**config.mk**
```make
export PLATFORM = sky130hd
export DESIGN_NAME = snake_head_ctrl
export DESIGN_NICKNAME = d
export VERILOG_FILES = /design/src/rtl/snake_head_ctrl.sv
export SDC_FILE = /design/constraint.sdc
export NUM_CORES = 1
export LEC_CHECK = 0
export BUFFER_PORTS_ARGS = -buffer_cell sky130_fd_sc_hd__clkbuf_2
export CORE_UTILIZATION = 45
export CTS_BUF_LIST = sky130_fd_sc_hd__clkbuf_8
export DETAILED_ROUTE_END_ITERATION = 6
export PLACE_DENSITY_LB_ADDON = 0.08
export SKIP_LAST_GASP = 1
export SLEW_MARGIN = 20
export SYNTH_ARGS = -nofsm -noshare
export SYNTH_HDL_FRONTEND = slang
export SYNTH_SLANG_ARGS = --single-unit
```
**constraint.sdc**
```tcl
create_clock -name clk -period 3.34 [get_ports clk]
set_input_delay 0.668 -clock clk [delete_from_list [all_inputs] [get_ports clk]]
set_output_delay 0.668 -clock clk [all_outputs]
set_load 0.05 [all_outputs]
```
**src/rtl/snake_head_ctrl.sv**
```systemverilog
// Snake head movement controller: steps the head on each tick, checks bounds and hits,
// and strobes push/pop into the body stack. Define SNAKE_WRAP_EN to wrap at board edges.
module snake_head_ctrl #(
  parameter int STEP    = 20,
  parameter int X_MIN   = 0,
  parameter int X_MAX   = 620,
  parameter int Y_MIN   = 0,
  parameter int Y_MAX   = 460,
  parameter int START_X = 320,
  parameter int START_Y = 240,
  parameter int MAX_LEN = 26
) (
  input  logic        clk,
  input  logic        reset,
  input  logic        start,
  input  logic        tick,
  input  logic        btn_up,
  input  logic        btn_down,
  input  logic        btn_left,
  input  logic        btn_right,
  input  logic        grow,
  input  logic        hit,
  output logic [10:0] head_x,
  output logic [10:0] head_y,
  output logic        push,
  output logic        pop,
  output logic [4:0]  length,
  output logic        running,
  output logic        game_over
);

  typedef enum logic [1:0] {S_IDLE, S_INIT, S_RUN, S_DEAD} state_t;
  // Encoding chosen so that the opposite direction is dir ^ 1.
  typedef enum logic [1:0] {D_UP, D_DOWN, D_LEFT, D_RIGHT} dir_t;

  localparam logic signed [11:0] STEP_S = 12'(STEP);
  localparam logic signed [11:0] XMIN_S = 12'(X_MIN);
  localparam logic signed [11:0] XMAX_S = 12'(X_MAX);
  localparam logic signed [11:0] YMIN_S = 12'(Y_MIN);
  localparam logic signed [11:0] YMAX_S = 12'(Y_MAX);

  state_t      state_q, state_d;
  dir_t        dir_q, dir_d;
  logic [10:0] head_x_q, head_x_d, head_y_q, head_y_d;
  logic [4:0]  length_q, length_d;
  logic        push_q, push_d, pop_q, pop_d;
  logic        running_q, running_d, game_over_q, game_over_d;
  logic        grow_q, grow_d;

  logic signed [11:0] nxt_x, nxt_y;
  logic               wall_hit;
  logic               req_valid;
  dir_t               req_dir;

  // Next head position and bounds check for the current direction.
  always_comb begin
    nxt_x = $signed({1'b0, head_x_q});
    nxt_y = $signed({1'b0, head_y_q});
    case (dir_q)
      D_UP:    nxt_y = nxt_y - STEP_S;
      D_DOWN:  nxt_y = nxt_y + STEP_S;
      D_LEFT:  nxt_x = nxt_x - STEP_S;
      default: nxt_x = nxt_x + STEP_S;
    endcase
`ifdef SNAKE_WRAP_EN
    wall_hit = 1'b0;
    if (nxt_x > XMAX_S)      nxt_x = XMIN_S;
    else if (nxt_x < XMIN_S) nxt_x = XMAX_S;
    if (nxt_y > YMAX_S)      nxt_y = YMIN_S;
    else if (nxt_y < YMIN_S) nxt_y = YMAX_S;
`else
    wall_hit = (nxt_x < XMIN_S) || (nxt_x > XMAX_S) ||
               (nxt_y < YMIN_S) || (nxt_y > YMAX_S);
`endif
  end

  always_comb begin
    req_valid = btn_up | btn_down | btn_left | btn_right;
    if (btn_up)        req_dir = D_UP;
    else if (btn_down) req_dir = D_DOWN;
    else if (btn_left) req_dir = D_LEFT;
    else               req_dir = D_RIGHT;
  end

  // State register
  always_ff @(posedge clk or posedge reset) begin
    if (reset) state_q <= S_IDLE;
    else       state_q <= state_d;
  end

  // Next-state logic
  always_comb begin
    state_d = state_q;
    case (state_q)
      S_IDLE:  if (start) state_d = S_INIT;
      S_INIT:  state_d = S_RUN;
      S_RUN:   if (hit || (tick && wall_hit)) state_d = S_DEAD;
      default: if (start) state_d = S_INIT;
    endcase
  end

  // Output / datapath logic
  always_comb begin
    head_x_d    = head_x_q;
    head_y_d    = head_y_q;
    length_d    = length_q;
    dir_d       = dir_q;
    grow_d      = grow_q;
    push_d      = 1'b0;
    pop_d       = 1'b0;
    running_d   = (state_d == S_RUN);
    game_over_d = (state_d == S_DEAD);
    case (state_q)
      S_RUN: begin
        if (req_valid && (req_dir != dir_t'(dir_q ^ 2'b01))) dir_d = req_dir;
        if (tick) grow_d = 1'b0;
        else if (grow) grow_d = 1'b1;
        if (tick && !hit && !wall_hit) begin
          head_x_d = nxt_x[10:0];
          head_y_d = nxt_y[10:0];
          if ((grow_q || grow) && (length_q < 5'(MAX_LEN))) begin
            push_d   = 1'b1;
            length_d = length_q + 5'd1;
          end else begin
            pop_d = 1'b1;
          end
        end
      end
      S_INIT: ;
      default: begin
        // The INIT load happens on the entry edge so push coincides with the start head.
        if (start) begin
          head_x_d = 11'(START_X);
          head_y_d = 11'(START_Y);
          dir_d    = D_RIGHT;
          length_d = 5'd1;
          grow_d   = 1'b0;
          push_d   = 1'b1;
        end
      end
    endcase
  end

  always_ff @(posedge clk or posedge reset) begin
    if (reset) begin
      head_x_q    <= 11'(START_X);
      head_y_q    <= 11'(START_Y);
      length_q    <= '0;
      dir_q       <= D_RIGHT;
      grow_q      <= 1'b0;
      push_q      <= 1'b0;
      pop_q       <= 1'b0;
      running_q   <= 1'b0;
      game_over_q <= 1'b0;
    end else begin
      head_x_q    <= head_x_d;
      head_y_q    <= head_y_d;
      length_q    <= length_d;
      dir_q       <= dir_d;
      grow_q      <= grow_d;
      push_q      <= push_d;
      pop_q       <= pop_d;
      running_q   <= running_d;
      game_over_q <= game_over_d;
    end
  end

  assign head_x    = head_x_q;
  assign head_y    = head_y_q;
  assign length    = length_q;
  assign push      = push_q;
  assign pop       = pop_q;
  assign running   = running_q;
  assign game_over = game_over_q;

endmodule

```
* Yosys cells after proc, flatten, opt, wreduce, memory -nomap -nowiden
Index checks and enable logic that the tools add are counted.
** Operators by class
- $add $sub $neg :: 5
- Reduce and logical (&&, ||, !) cells :: 19
- Eq/ne operators :: 11
- Multiplexer cells :: 32
- Order comparisons :: 5
- Bitwise logic cells :: 5
** Operators with widths (number)
- 12-bit case mux with 2 select lines :: 2
- 11-bit 2-to-1 mux :: 4
- 11-bit case mux with 2 select lines :: 2
- 11-bit by 5-bit adder with 12-bit output, second input constant :: 2
- 12-bit by 1-bit less-than comparator with 1-bit output, second input constant :: 2
- 11-bit by 5-bit subtractor with 12-bit output, second input constant :: 2
- 5-bit 2-to-1 mux :: 3
- 12-bit by 10-bit > comparator with 1-bit output, second input constant :: 1
- 12-bit by 11-bit > comparator with 1-bit output, second input constant :: 1
- 2-bit 2-to-1 mux :: 6
- 1-bit 2-to-1 mux :: 10
- 5-bit case mux with 2 select lines :: 1
- 3-bit AND reduction :: 3
- 2-bit equality test, second input constant :: 4
- 2-bit case mux with 2 select lines :: 2
- 2-bit inequality test, second input constant :: 3
- 5-bit by 1-bit adder with 5-bit output, second input constant :: 1
- 1-bit logical AND :: 5
- 1-bit logical OR :: 5
- 5-bit less-than comparator, second input constant :: 1
- 2-bit by 1-bit equality test with 1-bit output, second input constant :: 2
- 1-bit case mux with 2 select lines :: 2
- 4-bit AND reduction :: 1
- 3-bit inequality test, second input constant :: 1
- 7 further kinds :: 11
** Word-level totals
- Word-level logic and storage cells :: 87
- Register bits :: 36

* Longest topological paths before layout
Gate-level depths: netlist of the first run.
- Depth after elaboration :: 12
- Mapped depth :: 16
- Gate-level depth less buffers :: 13

* Worst setup path before layout of the first run
Ideal clock, no wire load.
- Path type :: reg2reg
- Start point :: register dir_q[1]
- End point :: register head_y_q[3], in the netlist head_y[3]
- Cell stages (with the launch flop) :: 16
- Clock period less this slack :: 3.521 ns
- Arrival :: 3.421 ns
- Path slack :: -0.181 ns
- Library setup time :: 0.099 ns
- Buffers on the path :: 3
- Cells stage by stage :: dfstp_2 inv_1 buf_2 nand2_1 inv_1 ha_1 inv_1 or4_1 nand3_1 nor2_1 or4_1 o2111ai_1 buf_2 o21ai_1 buf_4 a311oi_1
** On the way
- Cells in the longest elaborated chain, start to end :: 11
- Elaborated cells on any way between the ends :: 19
** RTL lines
- start: declaration :: RTL line 43 : dir_t dir_q, dir_d;
- start signal: assignment :: RTL line 159 : dir_q <= dir_d;
- 2-bit by 1-bit equality test with 1-bit output / 2-bit zero test (equally long branches) :: RTL line 59 : case (dir_q)
- 2-bit OR reduction (no source line)
- 12-bit case mux with 2 select lines :: RTL line 59
- 12-bit by 1-bit less-than comparator with 1-bit output / 12-bit by 11-bit > comparator with 1-bit output (equally long branches) :: RTL line 72 : wall_hit = (nxt_x < XMIN_S) || (nxt_x > XMAX_S) ||
- 1-bit logical OR (2 in series) :: RTL line 72
- 1-bit logical OR :: RTL line 73 : (nxt_y < YMIN_S) || (nxt_y > YMAX_S);
- 1-bit zero test :: RTL line 118 : if (tick && !hit && !wall_hit) begin
- 1-bit logical AND :: RTL line 118
- 2-bit inequality test (no source line)
- 3-bit AND reduction (no source line)
- end signal: assignment :: RTL line 147 : head_y_q <= 11'(START_Y);
- end signal: assignment :: RTL line 157 : head_y_q <= head_y_d;
- end: declaration :: RTL line 44 : logic [10:0] head_x_q, head_x_d, head_y_q, head_y_d;
Several ways; a longest one is shown, not always the timed one. The select of a mux whose other input is x is not followed.
A chain may end at the register's enable or synchronous reset.

* Worst setup path after layout of the first run
- Start point :: register dir_q[1]
- End point :: register length_q[0], in the netlist length[0]
** On the way
- Cells in the longest elaborated chain, start to end :: 11
- Elaborated cells on any way between the ends :: 17
** RTL lines
- 2-bit by 1-bit equality test with 1-bit output / 2-bit zero test (equally long branches) :: RTL line 59
- 2-bit OR reduction (no source line)
- 12-bit case mux with 2 select lines :: RTL line 59
- 12-bit by 1-bit less-than comparator with 1-bit output / 12-bit by 11-bit > comparator with 1-bit output (equally long branches) :: RTL line 72
- 1-bit logical OR (2 in series) :: RTL line 72
- 1-bit logical OR (*) :: RTL line 73
- 1-bit zero test (*) :: RTL line 118
- 1-bit logical AND (*) :: RTL line 118
- 2-bit inequality test (no source line) (*)
- 4-bit AND reduction (no source line) (*)
- end signal: assignment :: RTL line 158 : length_q <= length_d;
- end: declaration :: RTL line 45 : logic [4:0] length_q, length_d;
Every way passes the cells marked *; elsewhere a longest branch is shown, timed or not.

==> impl_results.md, run 1 <==
* Yosys warns at 0
* Max FO, Critical Path at 8
* Vias per std cell at 5.813
* Wirelength, routed at 7.779 mm
* Endpoints failing setup at 1
* Final ANT Viol Nets at 0
* Overall Global Routing Usage at 26.13%
* Multi-input logic area at 0.001823 mm^2
* Slowest cell on the critical path: dfstp_2
* Synth unique cells at 59
* Most frequent cells in the layout: buf_4, clkbuf_2, dfrtp_1, a21oi_1, nor2_1
* Worst r2r dst: length[0]$_DFFE_PP0P_
* Adder-Cell Fraction of Synth Area at 7.081%
* Hold Path Class: primary input to async pin
* Outcome: finished, violations left
* Main combinational cell family by area after synthesis: compound AO/OA/AOI/OAI gates
* Post-layout minimum cycle time at 3.344 ns
* Avg WL per Cell at 16.73 um
* Slew HR at 58.86%
* Number of synthesized flops with an enable pin at 0
* Achievable Freq at 299.1 MHz
* Seq/Total Area, Yosys at 31.43%
* Synth Register Bits at 32
* Crit share post-route at 100.1%
* Failing checks: negative setup slack
* First-pass GRT wire length at 12.47 mm
* Slew @ Worst Pin at 0.6163 ns
* Clk pin slew, worst setup/hold paths at 0.07 ns
* Critical path endpoint: length[0]$_DFFE_PP0P_
* Layout area overhead at 34.29%
* Nets at 416
* IO buf count at 36
* Critical-path cell list: nor2b_4, inv_4, xnor2_2, ha_2, a21o_1, buf_4, a32o_2, nand2_2, xor2_1, o311a_1, o2111ai_2, buf_6, or2_4, or3_1, o311a_1
* Die Span X at 77.72 um
* Delay-heaviest family, CP: compound AO/OA/AOI/OAI gates
* Sink Count at 32
* Layout cells sized above 1 at 38.17%
* Max clock buf depth at 2
* First-pass detailed-route iteration total at 5
* Asr flop ratio synth at 100.0%
* Worst setup SP type: register
* Row cnt at 27
* Setup WS post-layout at -0.003561 ns
* Max VDD drop at 0.5213 mV
* Inst Count DP at 445
* CP arrival at 3.50 ns
* Slowest stage delay, CP at 0.56 ns
* Fill count at 481
* I/O pins at 41
* Full die area at 0.006040 mm^2
* Buffers and inverters on the worst path at 3
* Initial antenna violation count at 0
* Main synth FF type: dfrtp_1
* Max-cap violations at 0
* Worst Setup End Kind: register
* Mux cell area share after synthesis at 3.686%
* Via count at 2703
* WP data required at 3.50 ns
* CTS tree: built
* Cell Pwr Density at 1056 mW/mm^2
* Crit path launch: dir_q[1]$_DFFE_PP1P_
* Die Ht at 77.72 um
* Mean post-synth cell area at 8.269 um^2
* Pins Over Slew Limit at 0
* Synth Area in Simple Gates at 21.10%
* Initial Utilization at 46.85%
* Leak Pwr at 1.608 nW
* Final Non-Filler Cells at 465
* Post-layout power at 3.659 mW
* Mapped cell area at 0.002580 mm^2
* FF+latch area at 810.8 um^2
* H-tree depth at 2
* Largest net degree at the start of global routing at 30
* Synth Area in Compound Gates at 25.46%
* Remaining Overflow, GRT at 0
* Clock latency at the later pin of the worst-skew pair at 0.28 ns
* Reg2Reg Setup Slack at -0.004 ns
* Final RePlAce weighted congestion at 0.8782
* Setup TNS at -0.003561 ns
* Synthesized instance count at 312
* Worst R2R Path Depth at 15
* CP most frequent cell: o311a_1
* DRC at 0
* Fin. Hold Viols at 0
* Root buffer cell: clkbuf_8
* Post-Synth XOR/XNOR Area at 4.413%
* Num CTS Buffers at 5
* Vias in the first global route at 2602
* Cts hold-fix bufs at 0
* Finished Cell Area at 0.003465 mm^2
* Reg2reg start: dir_q[1]$_DFFE_PP1P_
* Most common cell after layout, fill and taps aside: buf_4
* Setup CP Type: register to register
* Dpl hpwl at 5.541 mm
* Stages on worst setup path at 15
* Unrepaired setup endpoints after global routing: yes
* Dpl cell area at 0.003097 mm^2
* Fin util at 62.92%
* DRT iter0 DRCs at 149
* Antenna Cells at 0
* Layout Skew at 0.007826 ns
* Core ar. at 0.005507 mm^2
## cells in the mapped netlist (3+ instances only)
master / instances / share of area [%]
inv_1: 16 / 2.3
or3_1: 5 / 1.2
xnor2_1: 7 / 2.4
nand3_1: 8 / 1.6
nor3_1: 13 / 2.5
a311oi_1: 3 / 1.0
o21ai_0: 19 / 3.7
or4_1: 4 / 1.2
a31oi_1: 9 / 2.2
nand4_1: 3 / 0.73
o31ai_1: 7 / 2.0
dfrtp_1: 24 / 23
mux2i_1: 8 / 3.1
o211ai_1: 7 / 2.0
dfstp_2: 8 / 8.1
a211oi_1: 4 / 1.2
a21oi_1: 26 / 5.0
nand2_1: 23 / 3.3
nor2_1: 23 / 3.3
ha_1: 13 / 6.3
xor2_1: 6 / 2.0
clkbuf_1: 8 / 1.2
nor2b_1: 3 / 0.73
a21o_1: 3 / 0.87
and3_1: 4 / 0.97
buf_4: 6 / 1.7
buf_2: 6 / 1.2
nand2b_1: 7 / 1.7
## logic make-up (layout without fill, tap and decap cells)
kind of cell    after synthesis  count (layout)
buf+inv                      38             116
xor+xnor                     13              13
compound gates              100             100
flops                        32              32
fa+ha+maj                    14              14
mux                           9               9
simple gates                105             105
other cells                   1               4
## final cells by class
cell class / count / share of cell area (%)
clock buffer: 5 / 1.986
clock inverter: 3 / 0.3611
inverter: 18 / 2.022
multi-input combinational: 245 / 52.62
sequential: 32 / 23.40
tap: 72 / 2.600
timing repair buffer: 90 / 17.01
## worst register-to-register path, stage by stage (launching register included)
cell and delay (ns):
dfstp_2 0.56, nor2b_4 0.19, inv_4 0.07, xnor2_2 0.13, ha_2 0.20, a21o_1 0.18, buf_4 0.14, a32o_2 0.25
nand2_2 0.08, xor2_1 0.15, o311a_1 0.22, o2111ai_2 0.17, buf_6 0.18, or2_4 0.23, or3_1 0.36, o311a_1 0.11
## registers in the layout, indices dropped and copies added, names as in the netlist
register,count
head_y,9
state_q,2
length,5
push,1
head_x,9
running,1
grow_q,1
dir_q,2
game_over,1
pop,1
## worst min path at each step
stage,from,endpoint,slack (ns)
detailed placement,grow_q$_DFFE_PP0P_,grow_q$_DFFE_PP0P_,0.50
floorplan,grow_q$_DFFE_PP0P_,grow_q$_DFFE_PP0P_,0.47
finish,reset,running$_DFF_PP0_,0.45
global placement,grow_q$_DFFE_PP0P_,grow_q$_DFFE_PP0P_,0.49
global route,reset,head_x[2]$_DFFE_PP0P_,0.50
CTS,reset,head_x[2]$_DFFE_PP0P_,0.46
## through the flow
stage / worst slack (ns) / hold WS [ns]
2_1_floorplan: 0.001901 / 0.4661
3_3_place_gp: -0.1262 / 0.4935
3_5_place_dp: -0.1813 / 0.5002
4_1_cts: 0.001473 / 0.4566
5_1_grt: -0.05846 / 0.5028
6_report: -0.003561 / 0.4462
## where the power goes
group          switching, mW  internal, mW
registers              0.153         0.531
clock network          0.139         0.140
logic                   1.57          1.13
total                   1.86          1.80
## what timing repair did
item,CTS,global route
pin swaps,7,12
endpoints found under the setup margin,26,27
gates cloned,0,0
buffers inserted,2,10
resized for setup,18,26
## routing by layer
layer	wire length, um	GRT usage, %	vias to the layer above	share of wire (%)
met1	3582	37.14	1272	46
met4	108	5.660	0	1.4
met3	445	4.118	14	5.7
met5	0	0	-	0
li1	-	-	1312	-
met2	3643	41.68	105	47
(Power assumes the default switching activity.)
==> run 2, diff against run 1 <==
Settings changed: CORE_MARGIN set to 3, CORE_UTILIZATION 45 to 53.
==> impl_results.md, run 2 (synthesis gave the netlist of run 1 again) <==
* Vias per std cell at 6.027
* Unrepaired setup endpoints after global routing: yes
* Overall Global Routing Usage at 26.10%
* Row cnt at 24
* Avg WL per Cell at 16.52 um
* WP data required at 3.52 ns
* CTS tree: built
* Final ANT Viol Nets at 0
* Nets at 409
* Num CTS Buffers at 5
* Cell Pwr Density at 1057 mW/mm^2
* Wirelength, routed at 7.449 mm
* Endpoints failing setup at 1
* Critical-path cell list: nand2_4, buf_4, ha_1, nor2_2, a211oi_2, or3_1, a31oi_2, or4_4, o2111ai_2, buf_6, or2_4, or3_1, o311a_1
* Remaining Overflow, GRT at 0
* DRT iter0 DRCs at 352
* Slew @ Worst Pin at 0.6634 ns
* I/O pins at 41
* Via count at 2718
* Full die area at 0.005741 mm^2
* Layout cells sized above 1 at 35.75%
* Slowest stage delay, CP at 0.60 ns
* Max FO, Critical Path at 7
* Hold Path Class: primary input to async pin
* Vias in the first global route at 2370
* DRC at 0
* First-pass detailed-route iteration total at 5
* Crit share post-route at 100.2%
* Max VDD drop at 0.6502 mV
* Slowest cell on the critical path: dfstp_2
* Cts hold-fix bufs at 0
* First-pass GRT wire length at 11.56 mm
* Most frequent cells in the layout: buf_4, clkbuf_2, dfrtp_1, a21oi_1, nor2_1
* IO buf count at 36
* Failing checks: negative setup slack
* Multi-input logic area at 0.001780 mm^2
* Die Ht at 75.77 um
* Worst setup SP type: register
* Antenna Cells at 0
* Max clock buf depth at 2
* Largest net degree at the start of global routing at 33
* Root buffer cell: clkbuf_8
* H-tree depth at 2
* FF+latch area at 810.8 um^2
* Most common cell after layout, fill and taps aside: buf_4
* Slew HR at 55.30%
* CP arrival at 3.53 ns
* Clk pin slew, worst setup/hold paths at 0.08 ns
* Core ar. at 0.004534 mm^2
* Final RePlAce weighted congestion at 0.9368
* Setup CP Type: register to register
* Initial antenna violation count at 0
* Post-layout minimum cycle time at 3.346 ns
* Post-layout power at 3.592 mW
* Layout Skew at 0.007792 ns
* Max-cap violations at 0
* Outcome: finished, violations left
* Fin util at 74.94%
* Leak Pwr at 1.570 nW
* Layout area overhead at 31.72%
* Worst Setup End Kind: register
* Clock latency at the later pin of the worst-skew pair at 0.29 ns
* Die Span X at 75.77 um
* Setup WS post-layout at -0.005859 ns
* Fill count at 354
* Initial Utilization at 56.90%
* Achievable Freq at 298.9 MHz
* Sink Count at 32
* Pins Over Slew Limit at 0
* CP most frequent cell: or3_1
* Dpl hpwl at 5.359 mm
* Fin. Hold Viols at 0
## run 2: cell count changes in the layout (fill, tap and decap cells not counted), moves of 2 or more
cell / before / now
ha_4: 4 / 2
buf_4: 53 / 45
a21oi_1: 21 / 23
a21oi_2: 5 / 3
o21ai_0: 16 / 14
ha_1: 7 / 10
o21ai_2: 0 / 3
## run 2: metrics by stage
| step | TNS (ns) | setup WS, ns | instance area [um^2] | cells | hold slack (ns) |
|---|---|---|---|---|---|
| after floorplan | 0 | 0.001901 | 2621 | 315 | 0.4661 |
| final | -0.005859 | -0.005859 | 3398 | 451 | 0.4316 |
| after detailed placement | -1.147 | -0.1463 | 3073 | 436 | 0.5061 |
| after global placement | -0.1674 | -0.06904 | 3073 | 436 | 0.4835 |
| after global routing | -0.6142 | -0.1339 | 3398 | 451 | 0.4458 |
| after CTS | 0 | 0.008837 | 3231 | 444 | 0.4324 |
## run 2: where the power goes
group | internal [mW] | total [mW] | leakage (nW) | switching, mW
registers | 0.531 | 0.675 | 0.402 | 0.144
logic | 0.999 | 2.53 | 1.11 | 1.53
clock network | 0.225 | 0.385 | 0.0548 | 0.161
## run 2: timing repair
| item | in CTS | in global routing |
|---|---|---|
| pin swaps | 1 | 13 |
| gates resized for setup | 10 | 27 |
| buffers inserted | 0 | 7 |
| setup endpoints to repair | 24 | 24 |
## run 2: routing by layer
| metal | global-route usage [%] | up-vias | part of all wire [%] |
|---|---|---|---|
| met4 | 5.243 | 0 | 0.85 |
| met5 | 0 | - | 0 |
| li1 | - | 1298 | - |
| met1 | 38.18 | 1288 | 45 |
| met3 | 5.145 | 8 | 6.8 |
| met2 | 40.11 | 124 | 48 |
## run 2: critical path: cells and delay by family (launching register included)
kind            cells  cell delay, ns
fa+ha+maj           1            0.35
simple gates        6            1.37
compound gates      4            0.57
flops               1            0.60
buf+inv             2            0.34
## run 2: worst paths after layout
path                                      start                     to  slack, ns  cells past startpoint
min in group clk             grow_q$_DFFE_PP0P_     grow_q$_DFFE_PP0P_       0.52                      2
max in group asynchronous                 reset  head_x[8]$_DFFE_PP1P_       2.57                      3
hold / removal                            reset     grow_q$_DFFE_PP0P_       0.43                      3
setup / recovery           dir_q[0]$_DFFE_PP1P_  length[0]$_DFFE_PP0P_     -0.006                     13
hold reg to reg              grow_q$_DFFE_PP0P_     grow_q$_DFFE_PP0P_       0.52                      2
setup reg to reg           dir_q[0]$_DFFE_PP1P_  length[0]$_DFFE_PP0P_     -0.006                     13
## run 2: cell type report
cell class,instances,share of cell area (%)
tap,65,2.393
timing repair buffer,83,15.91
multi-input combinational,245,52.39
sequential,32,23.86
inverter,18,2.062
clock inverter,3,1.362
clock buffer,5,2.025
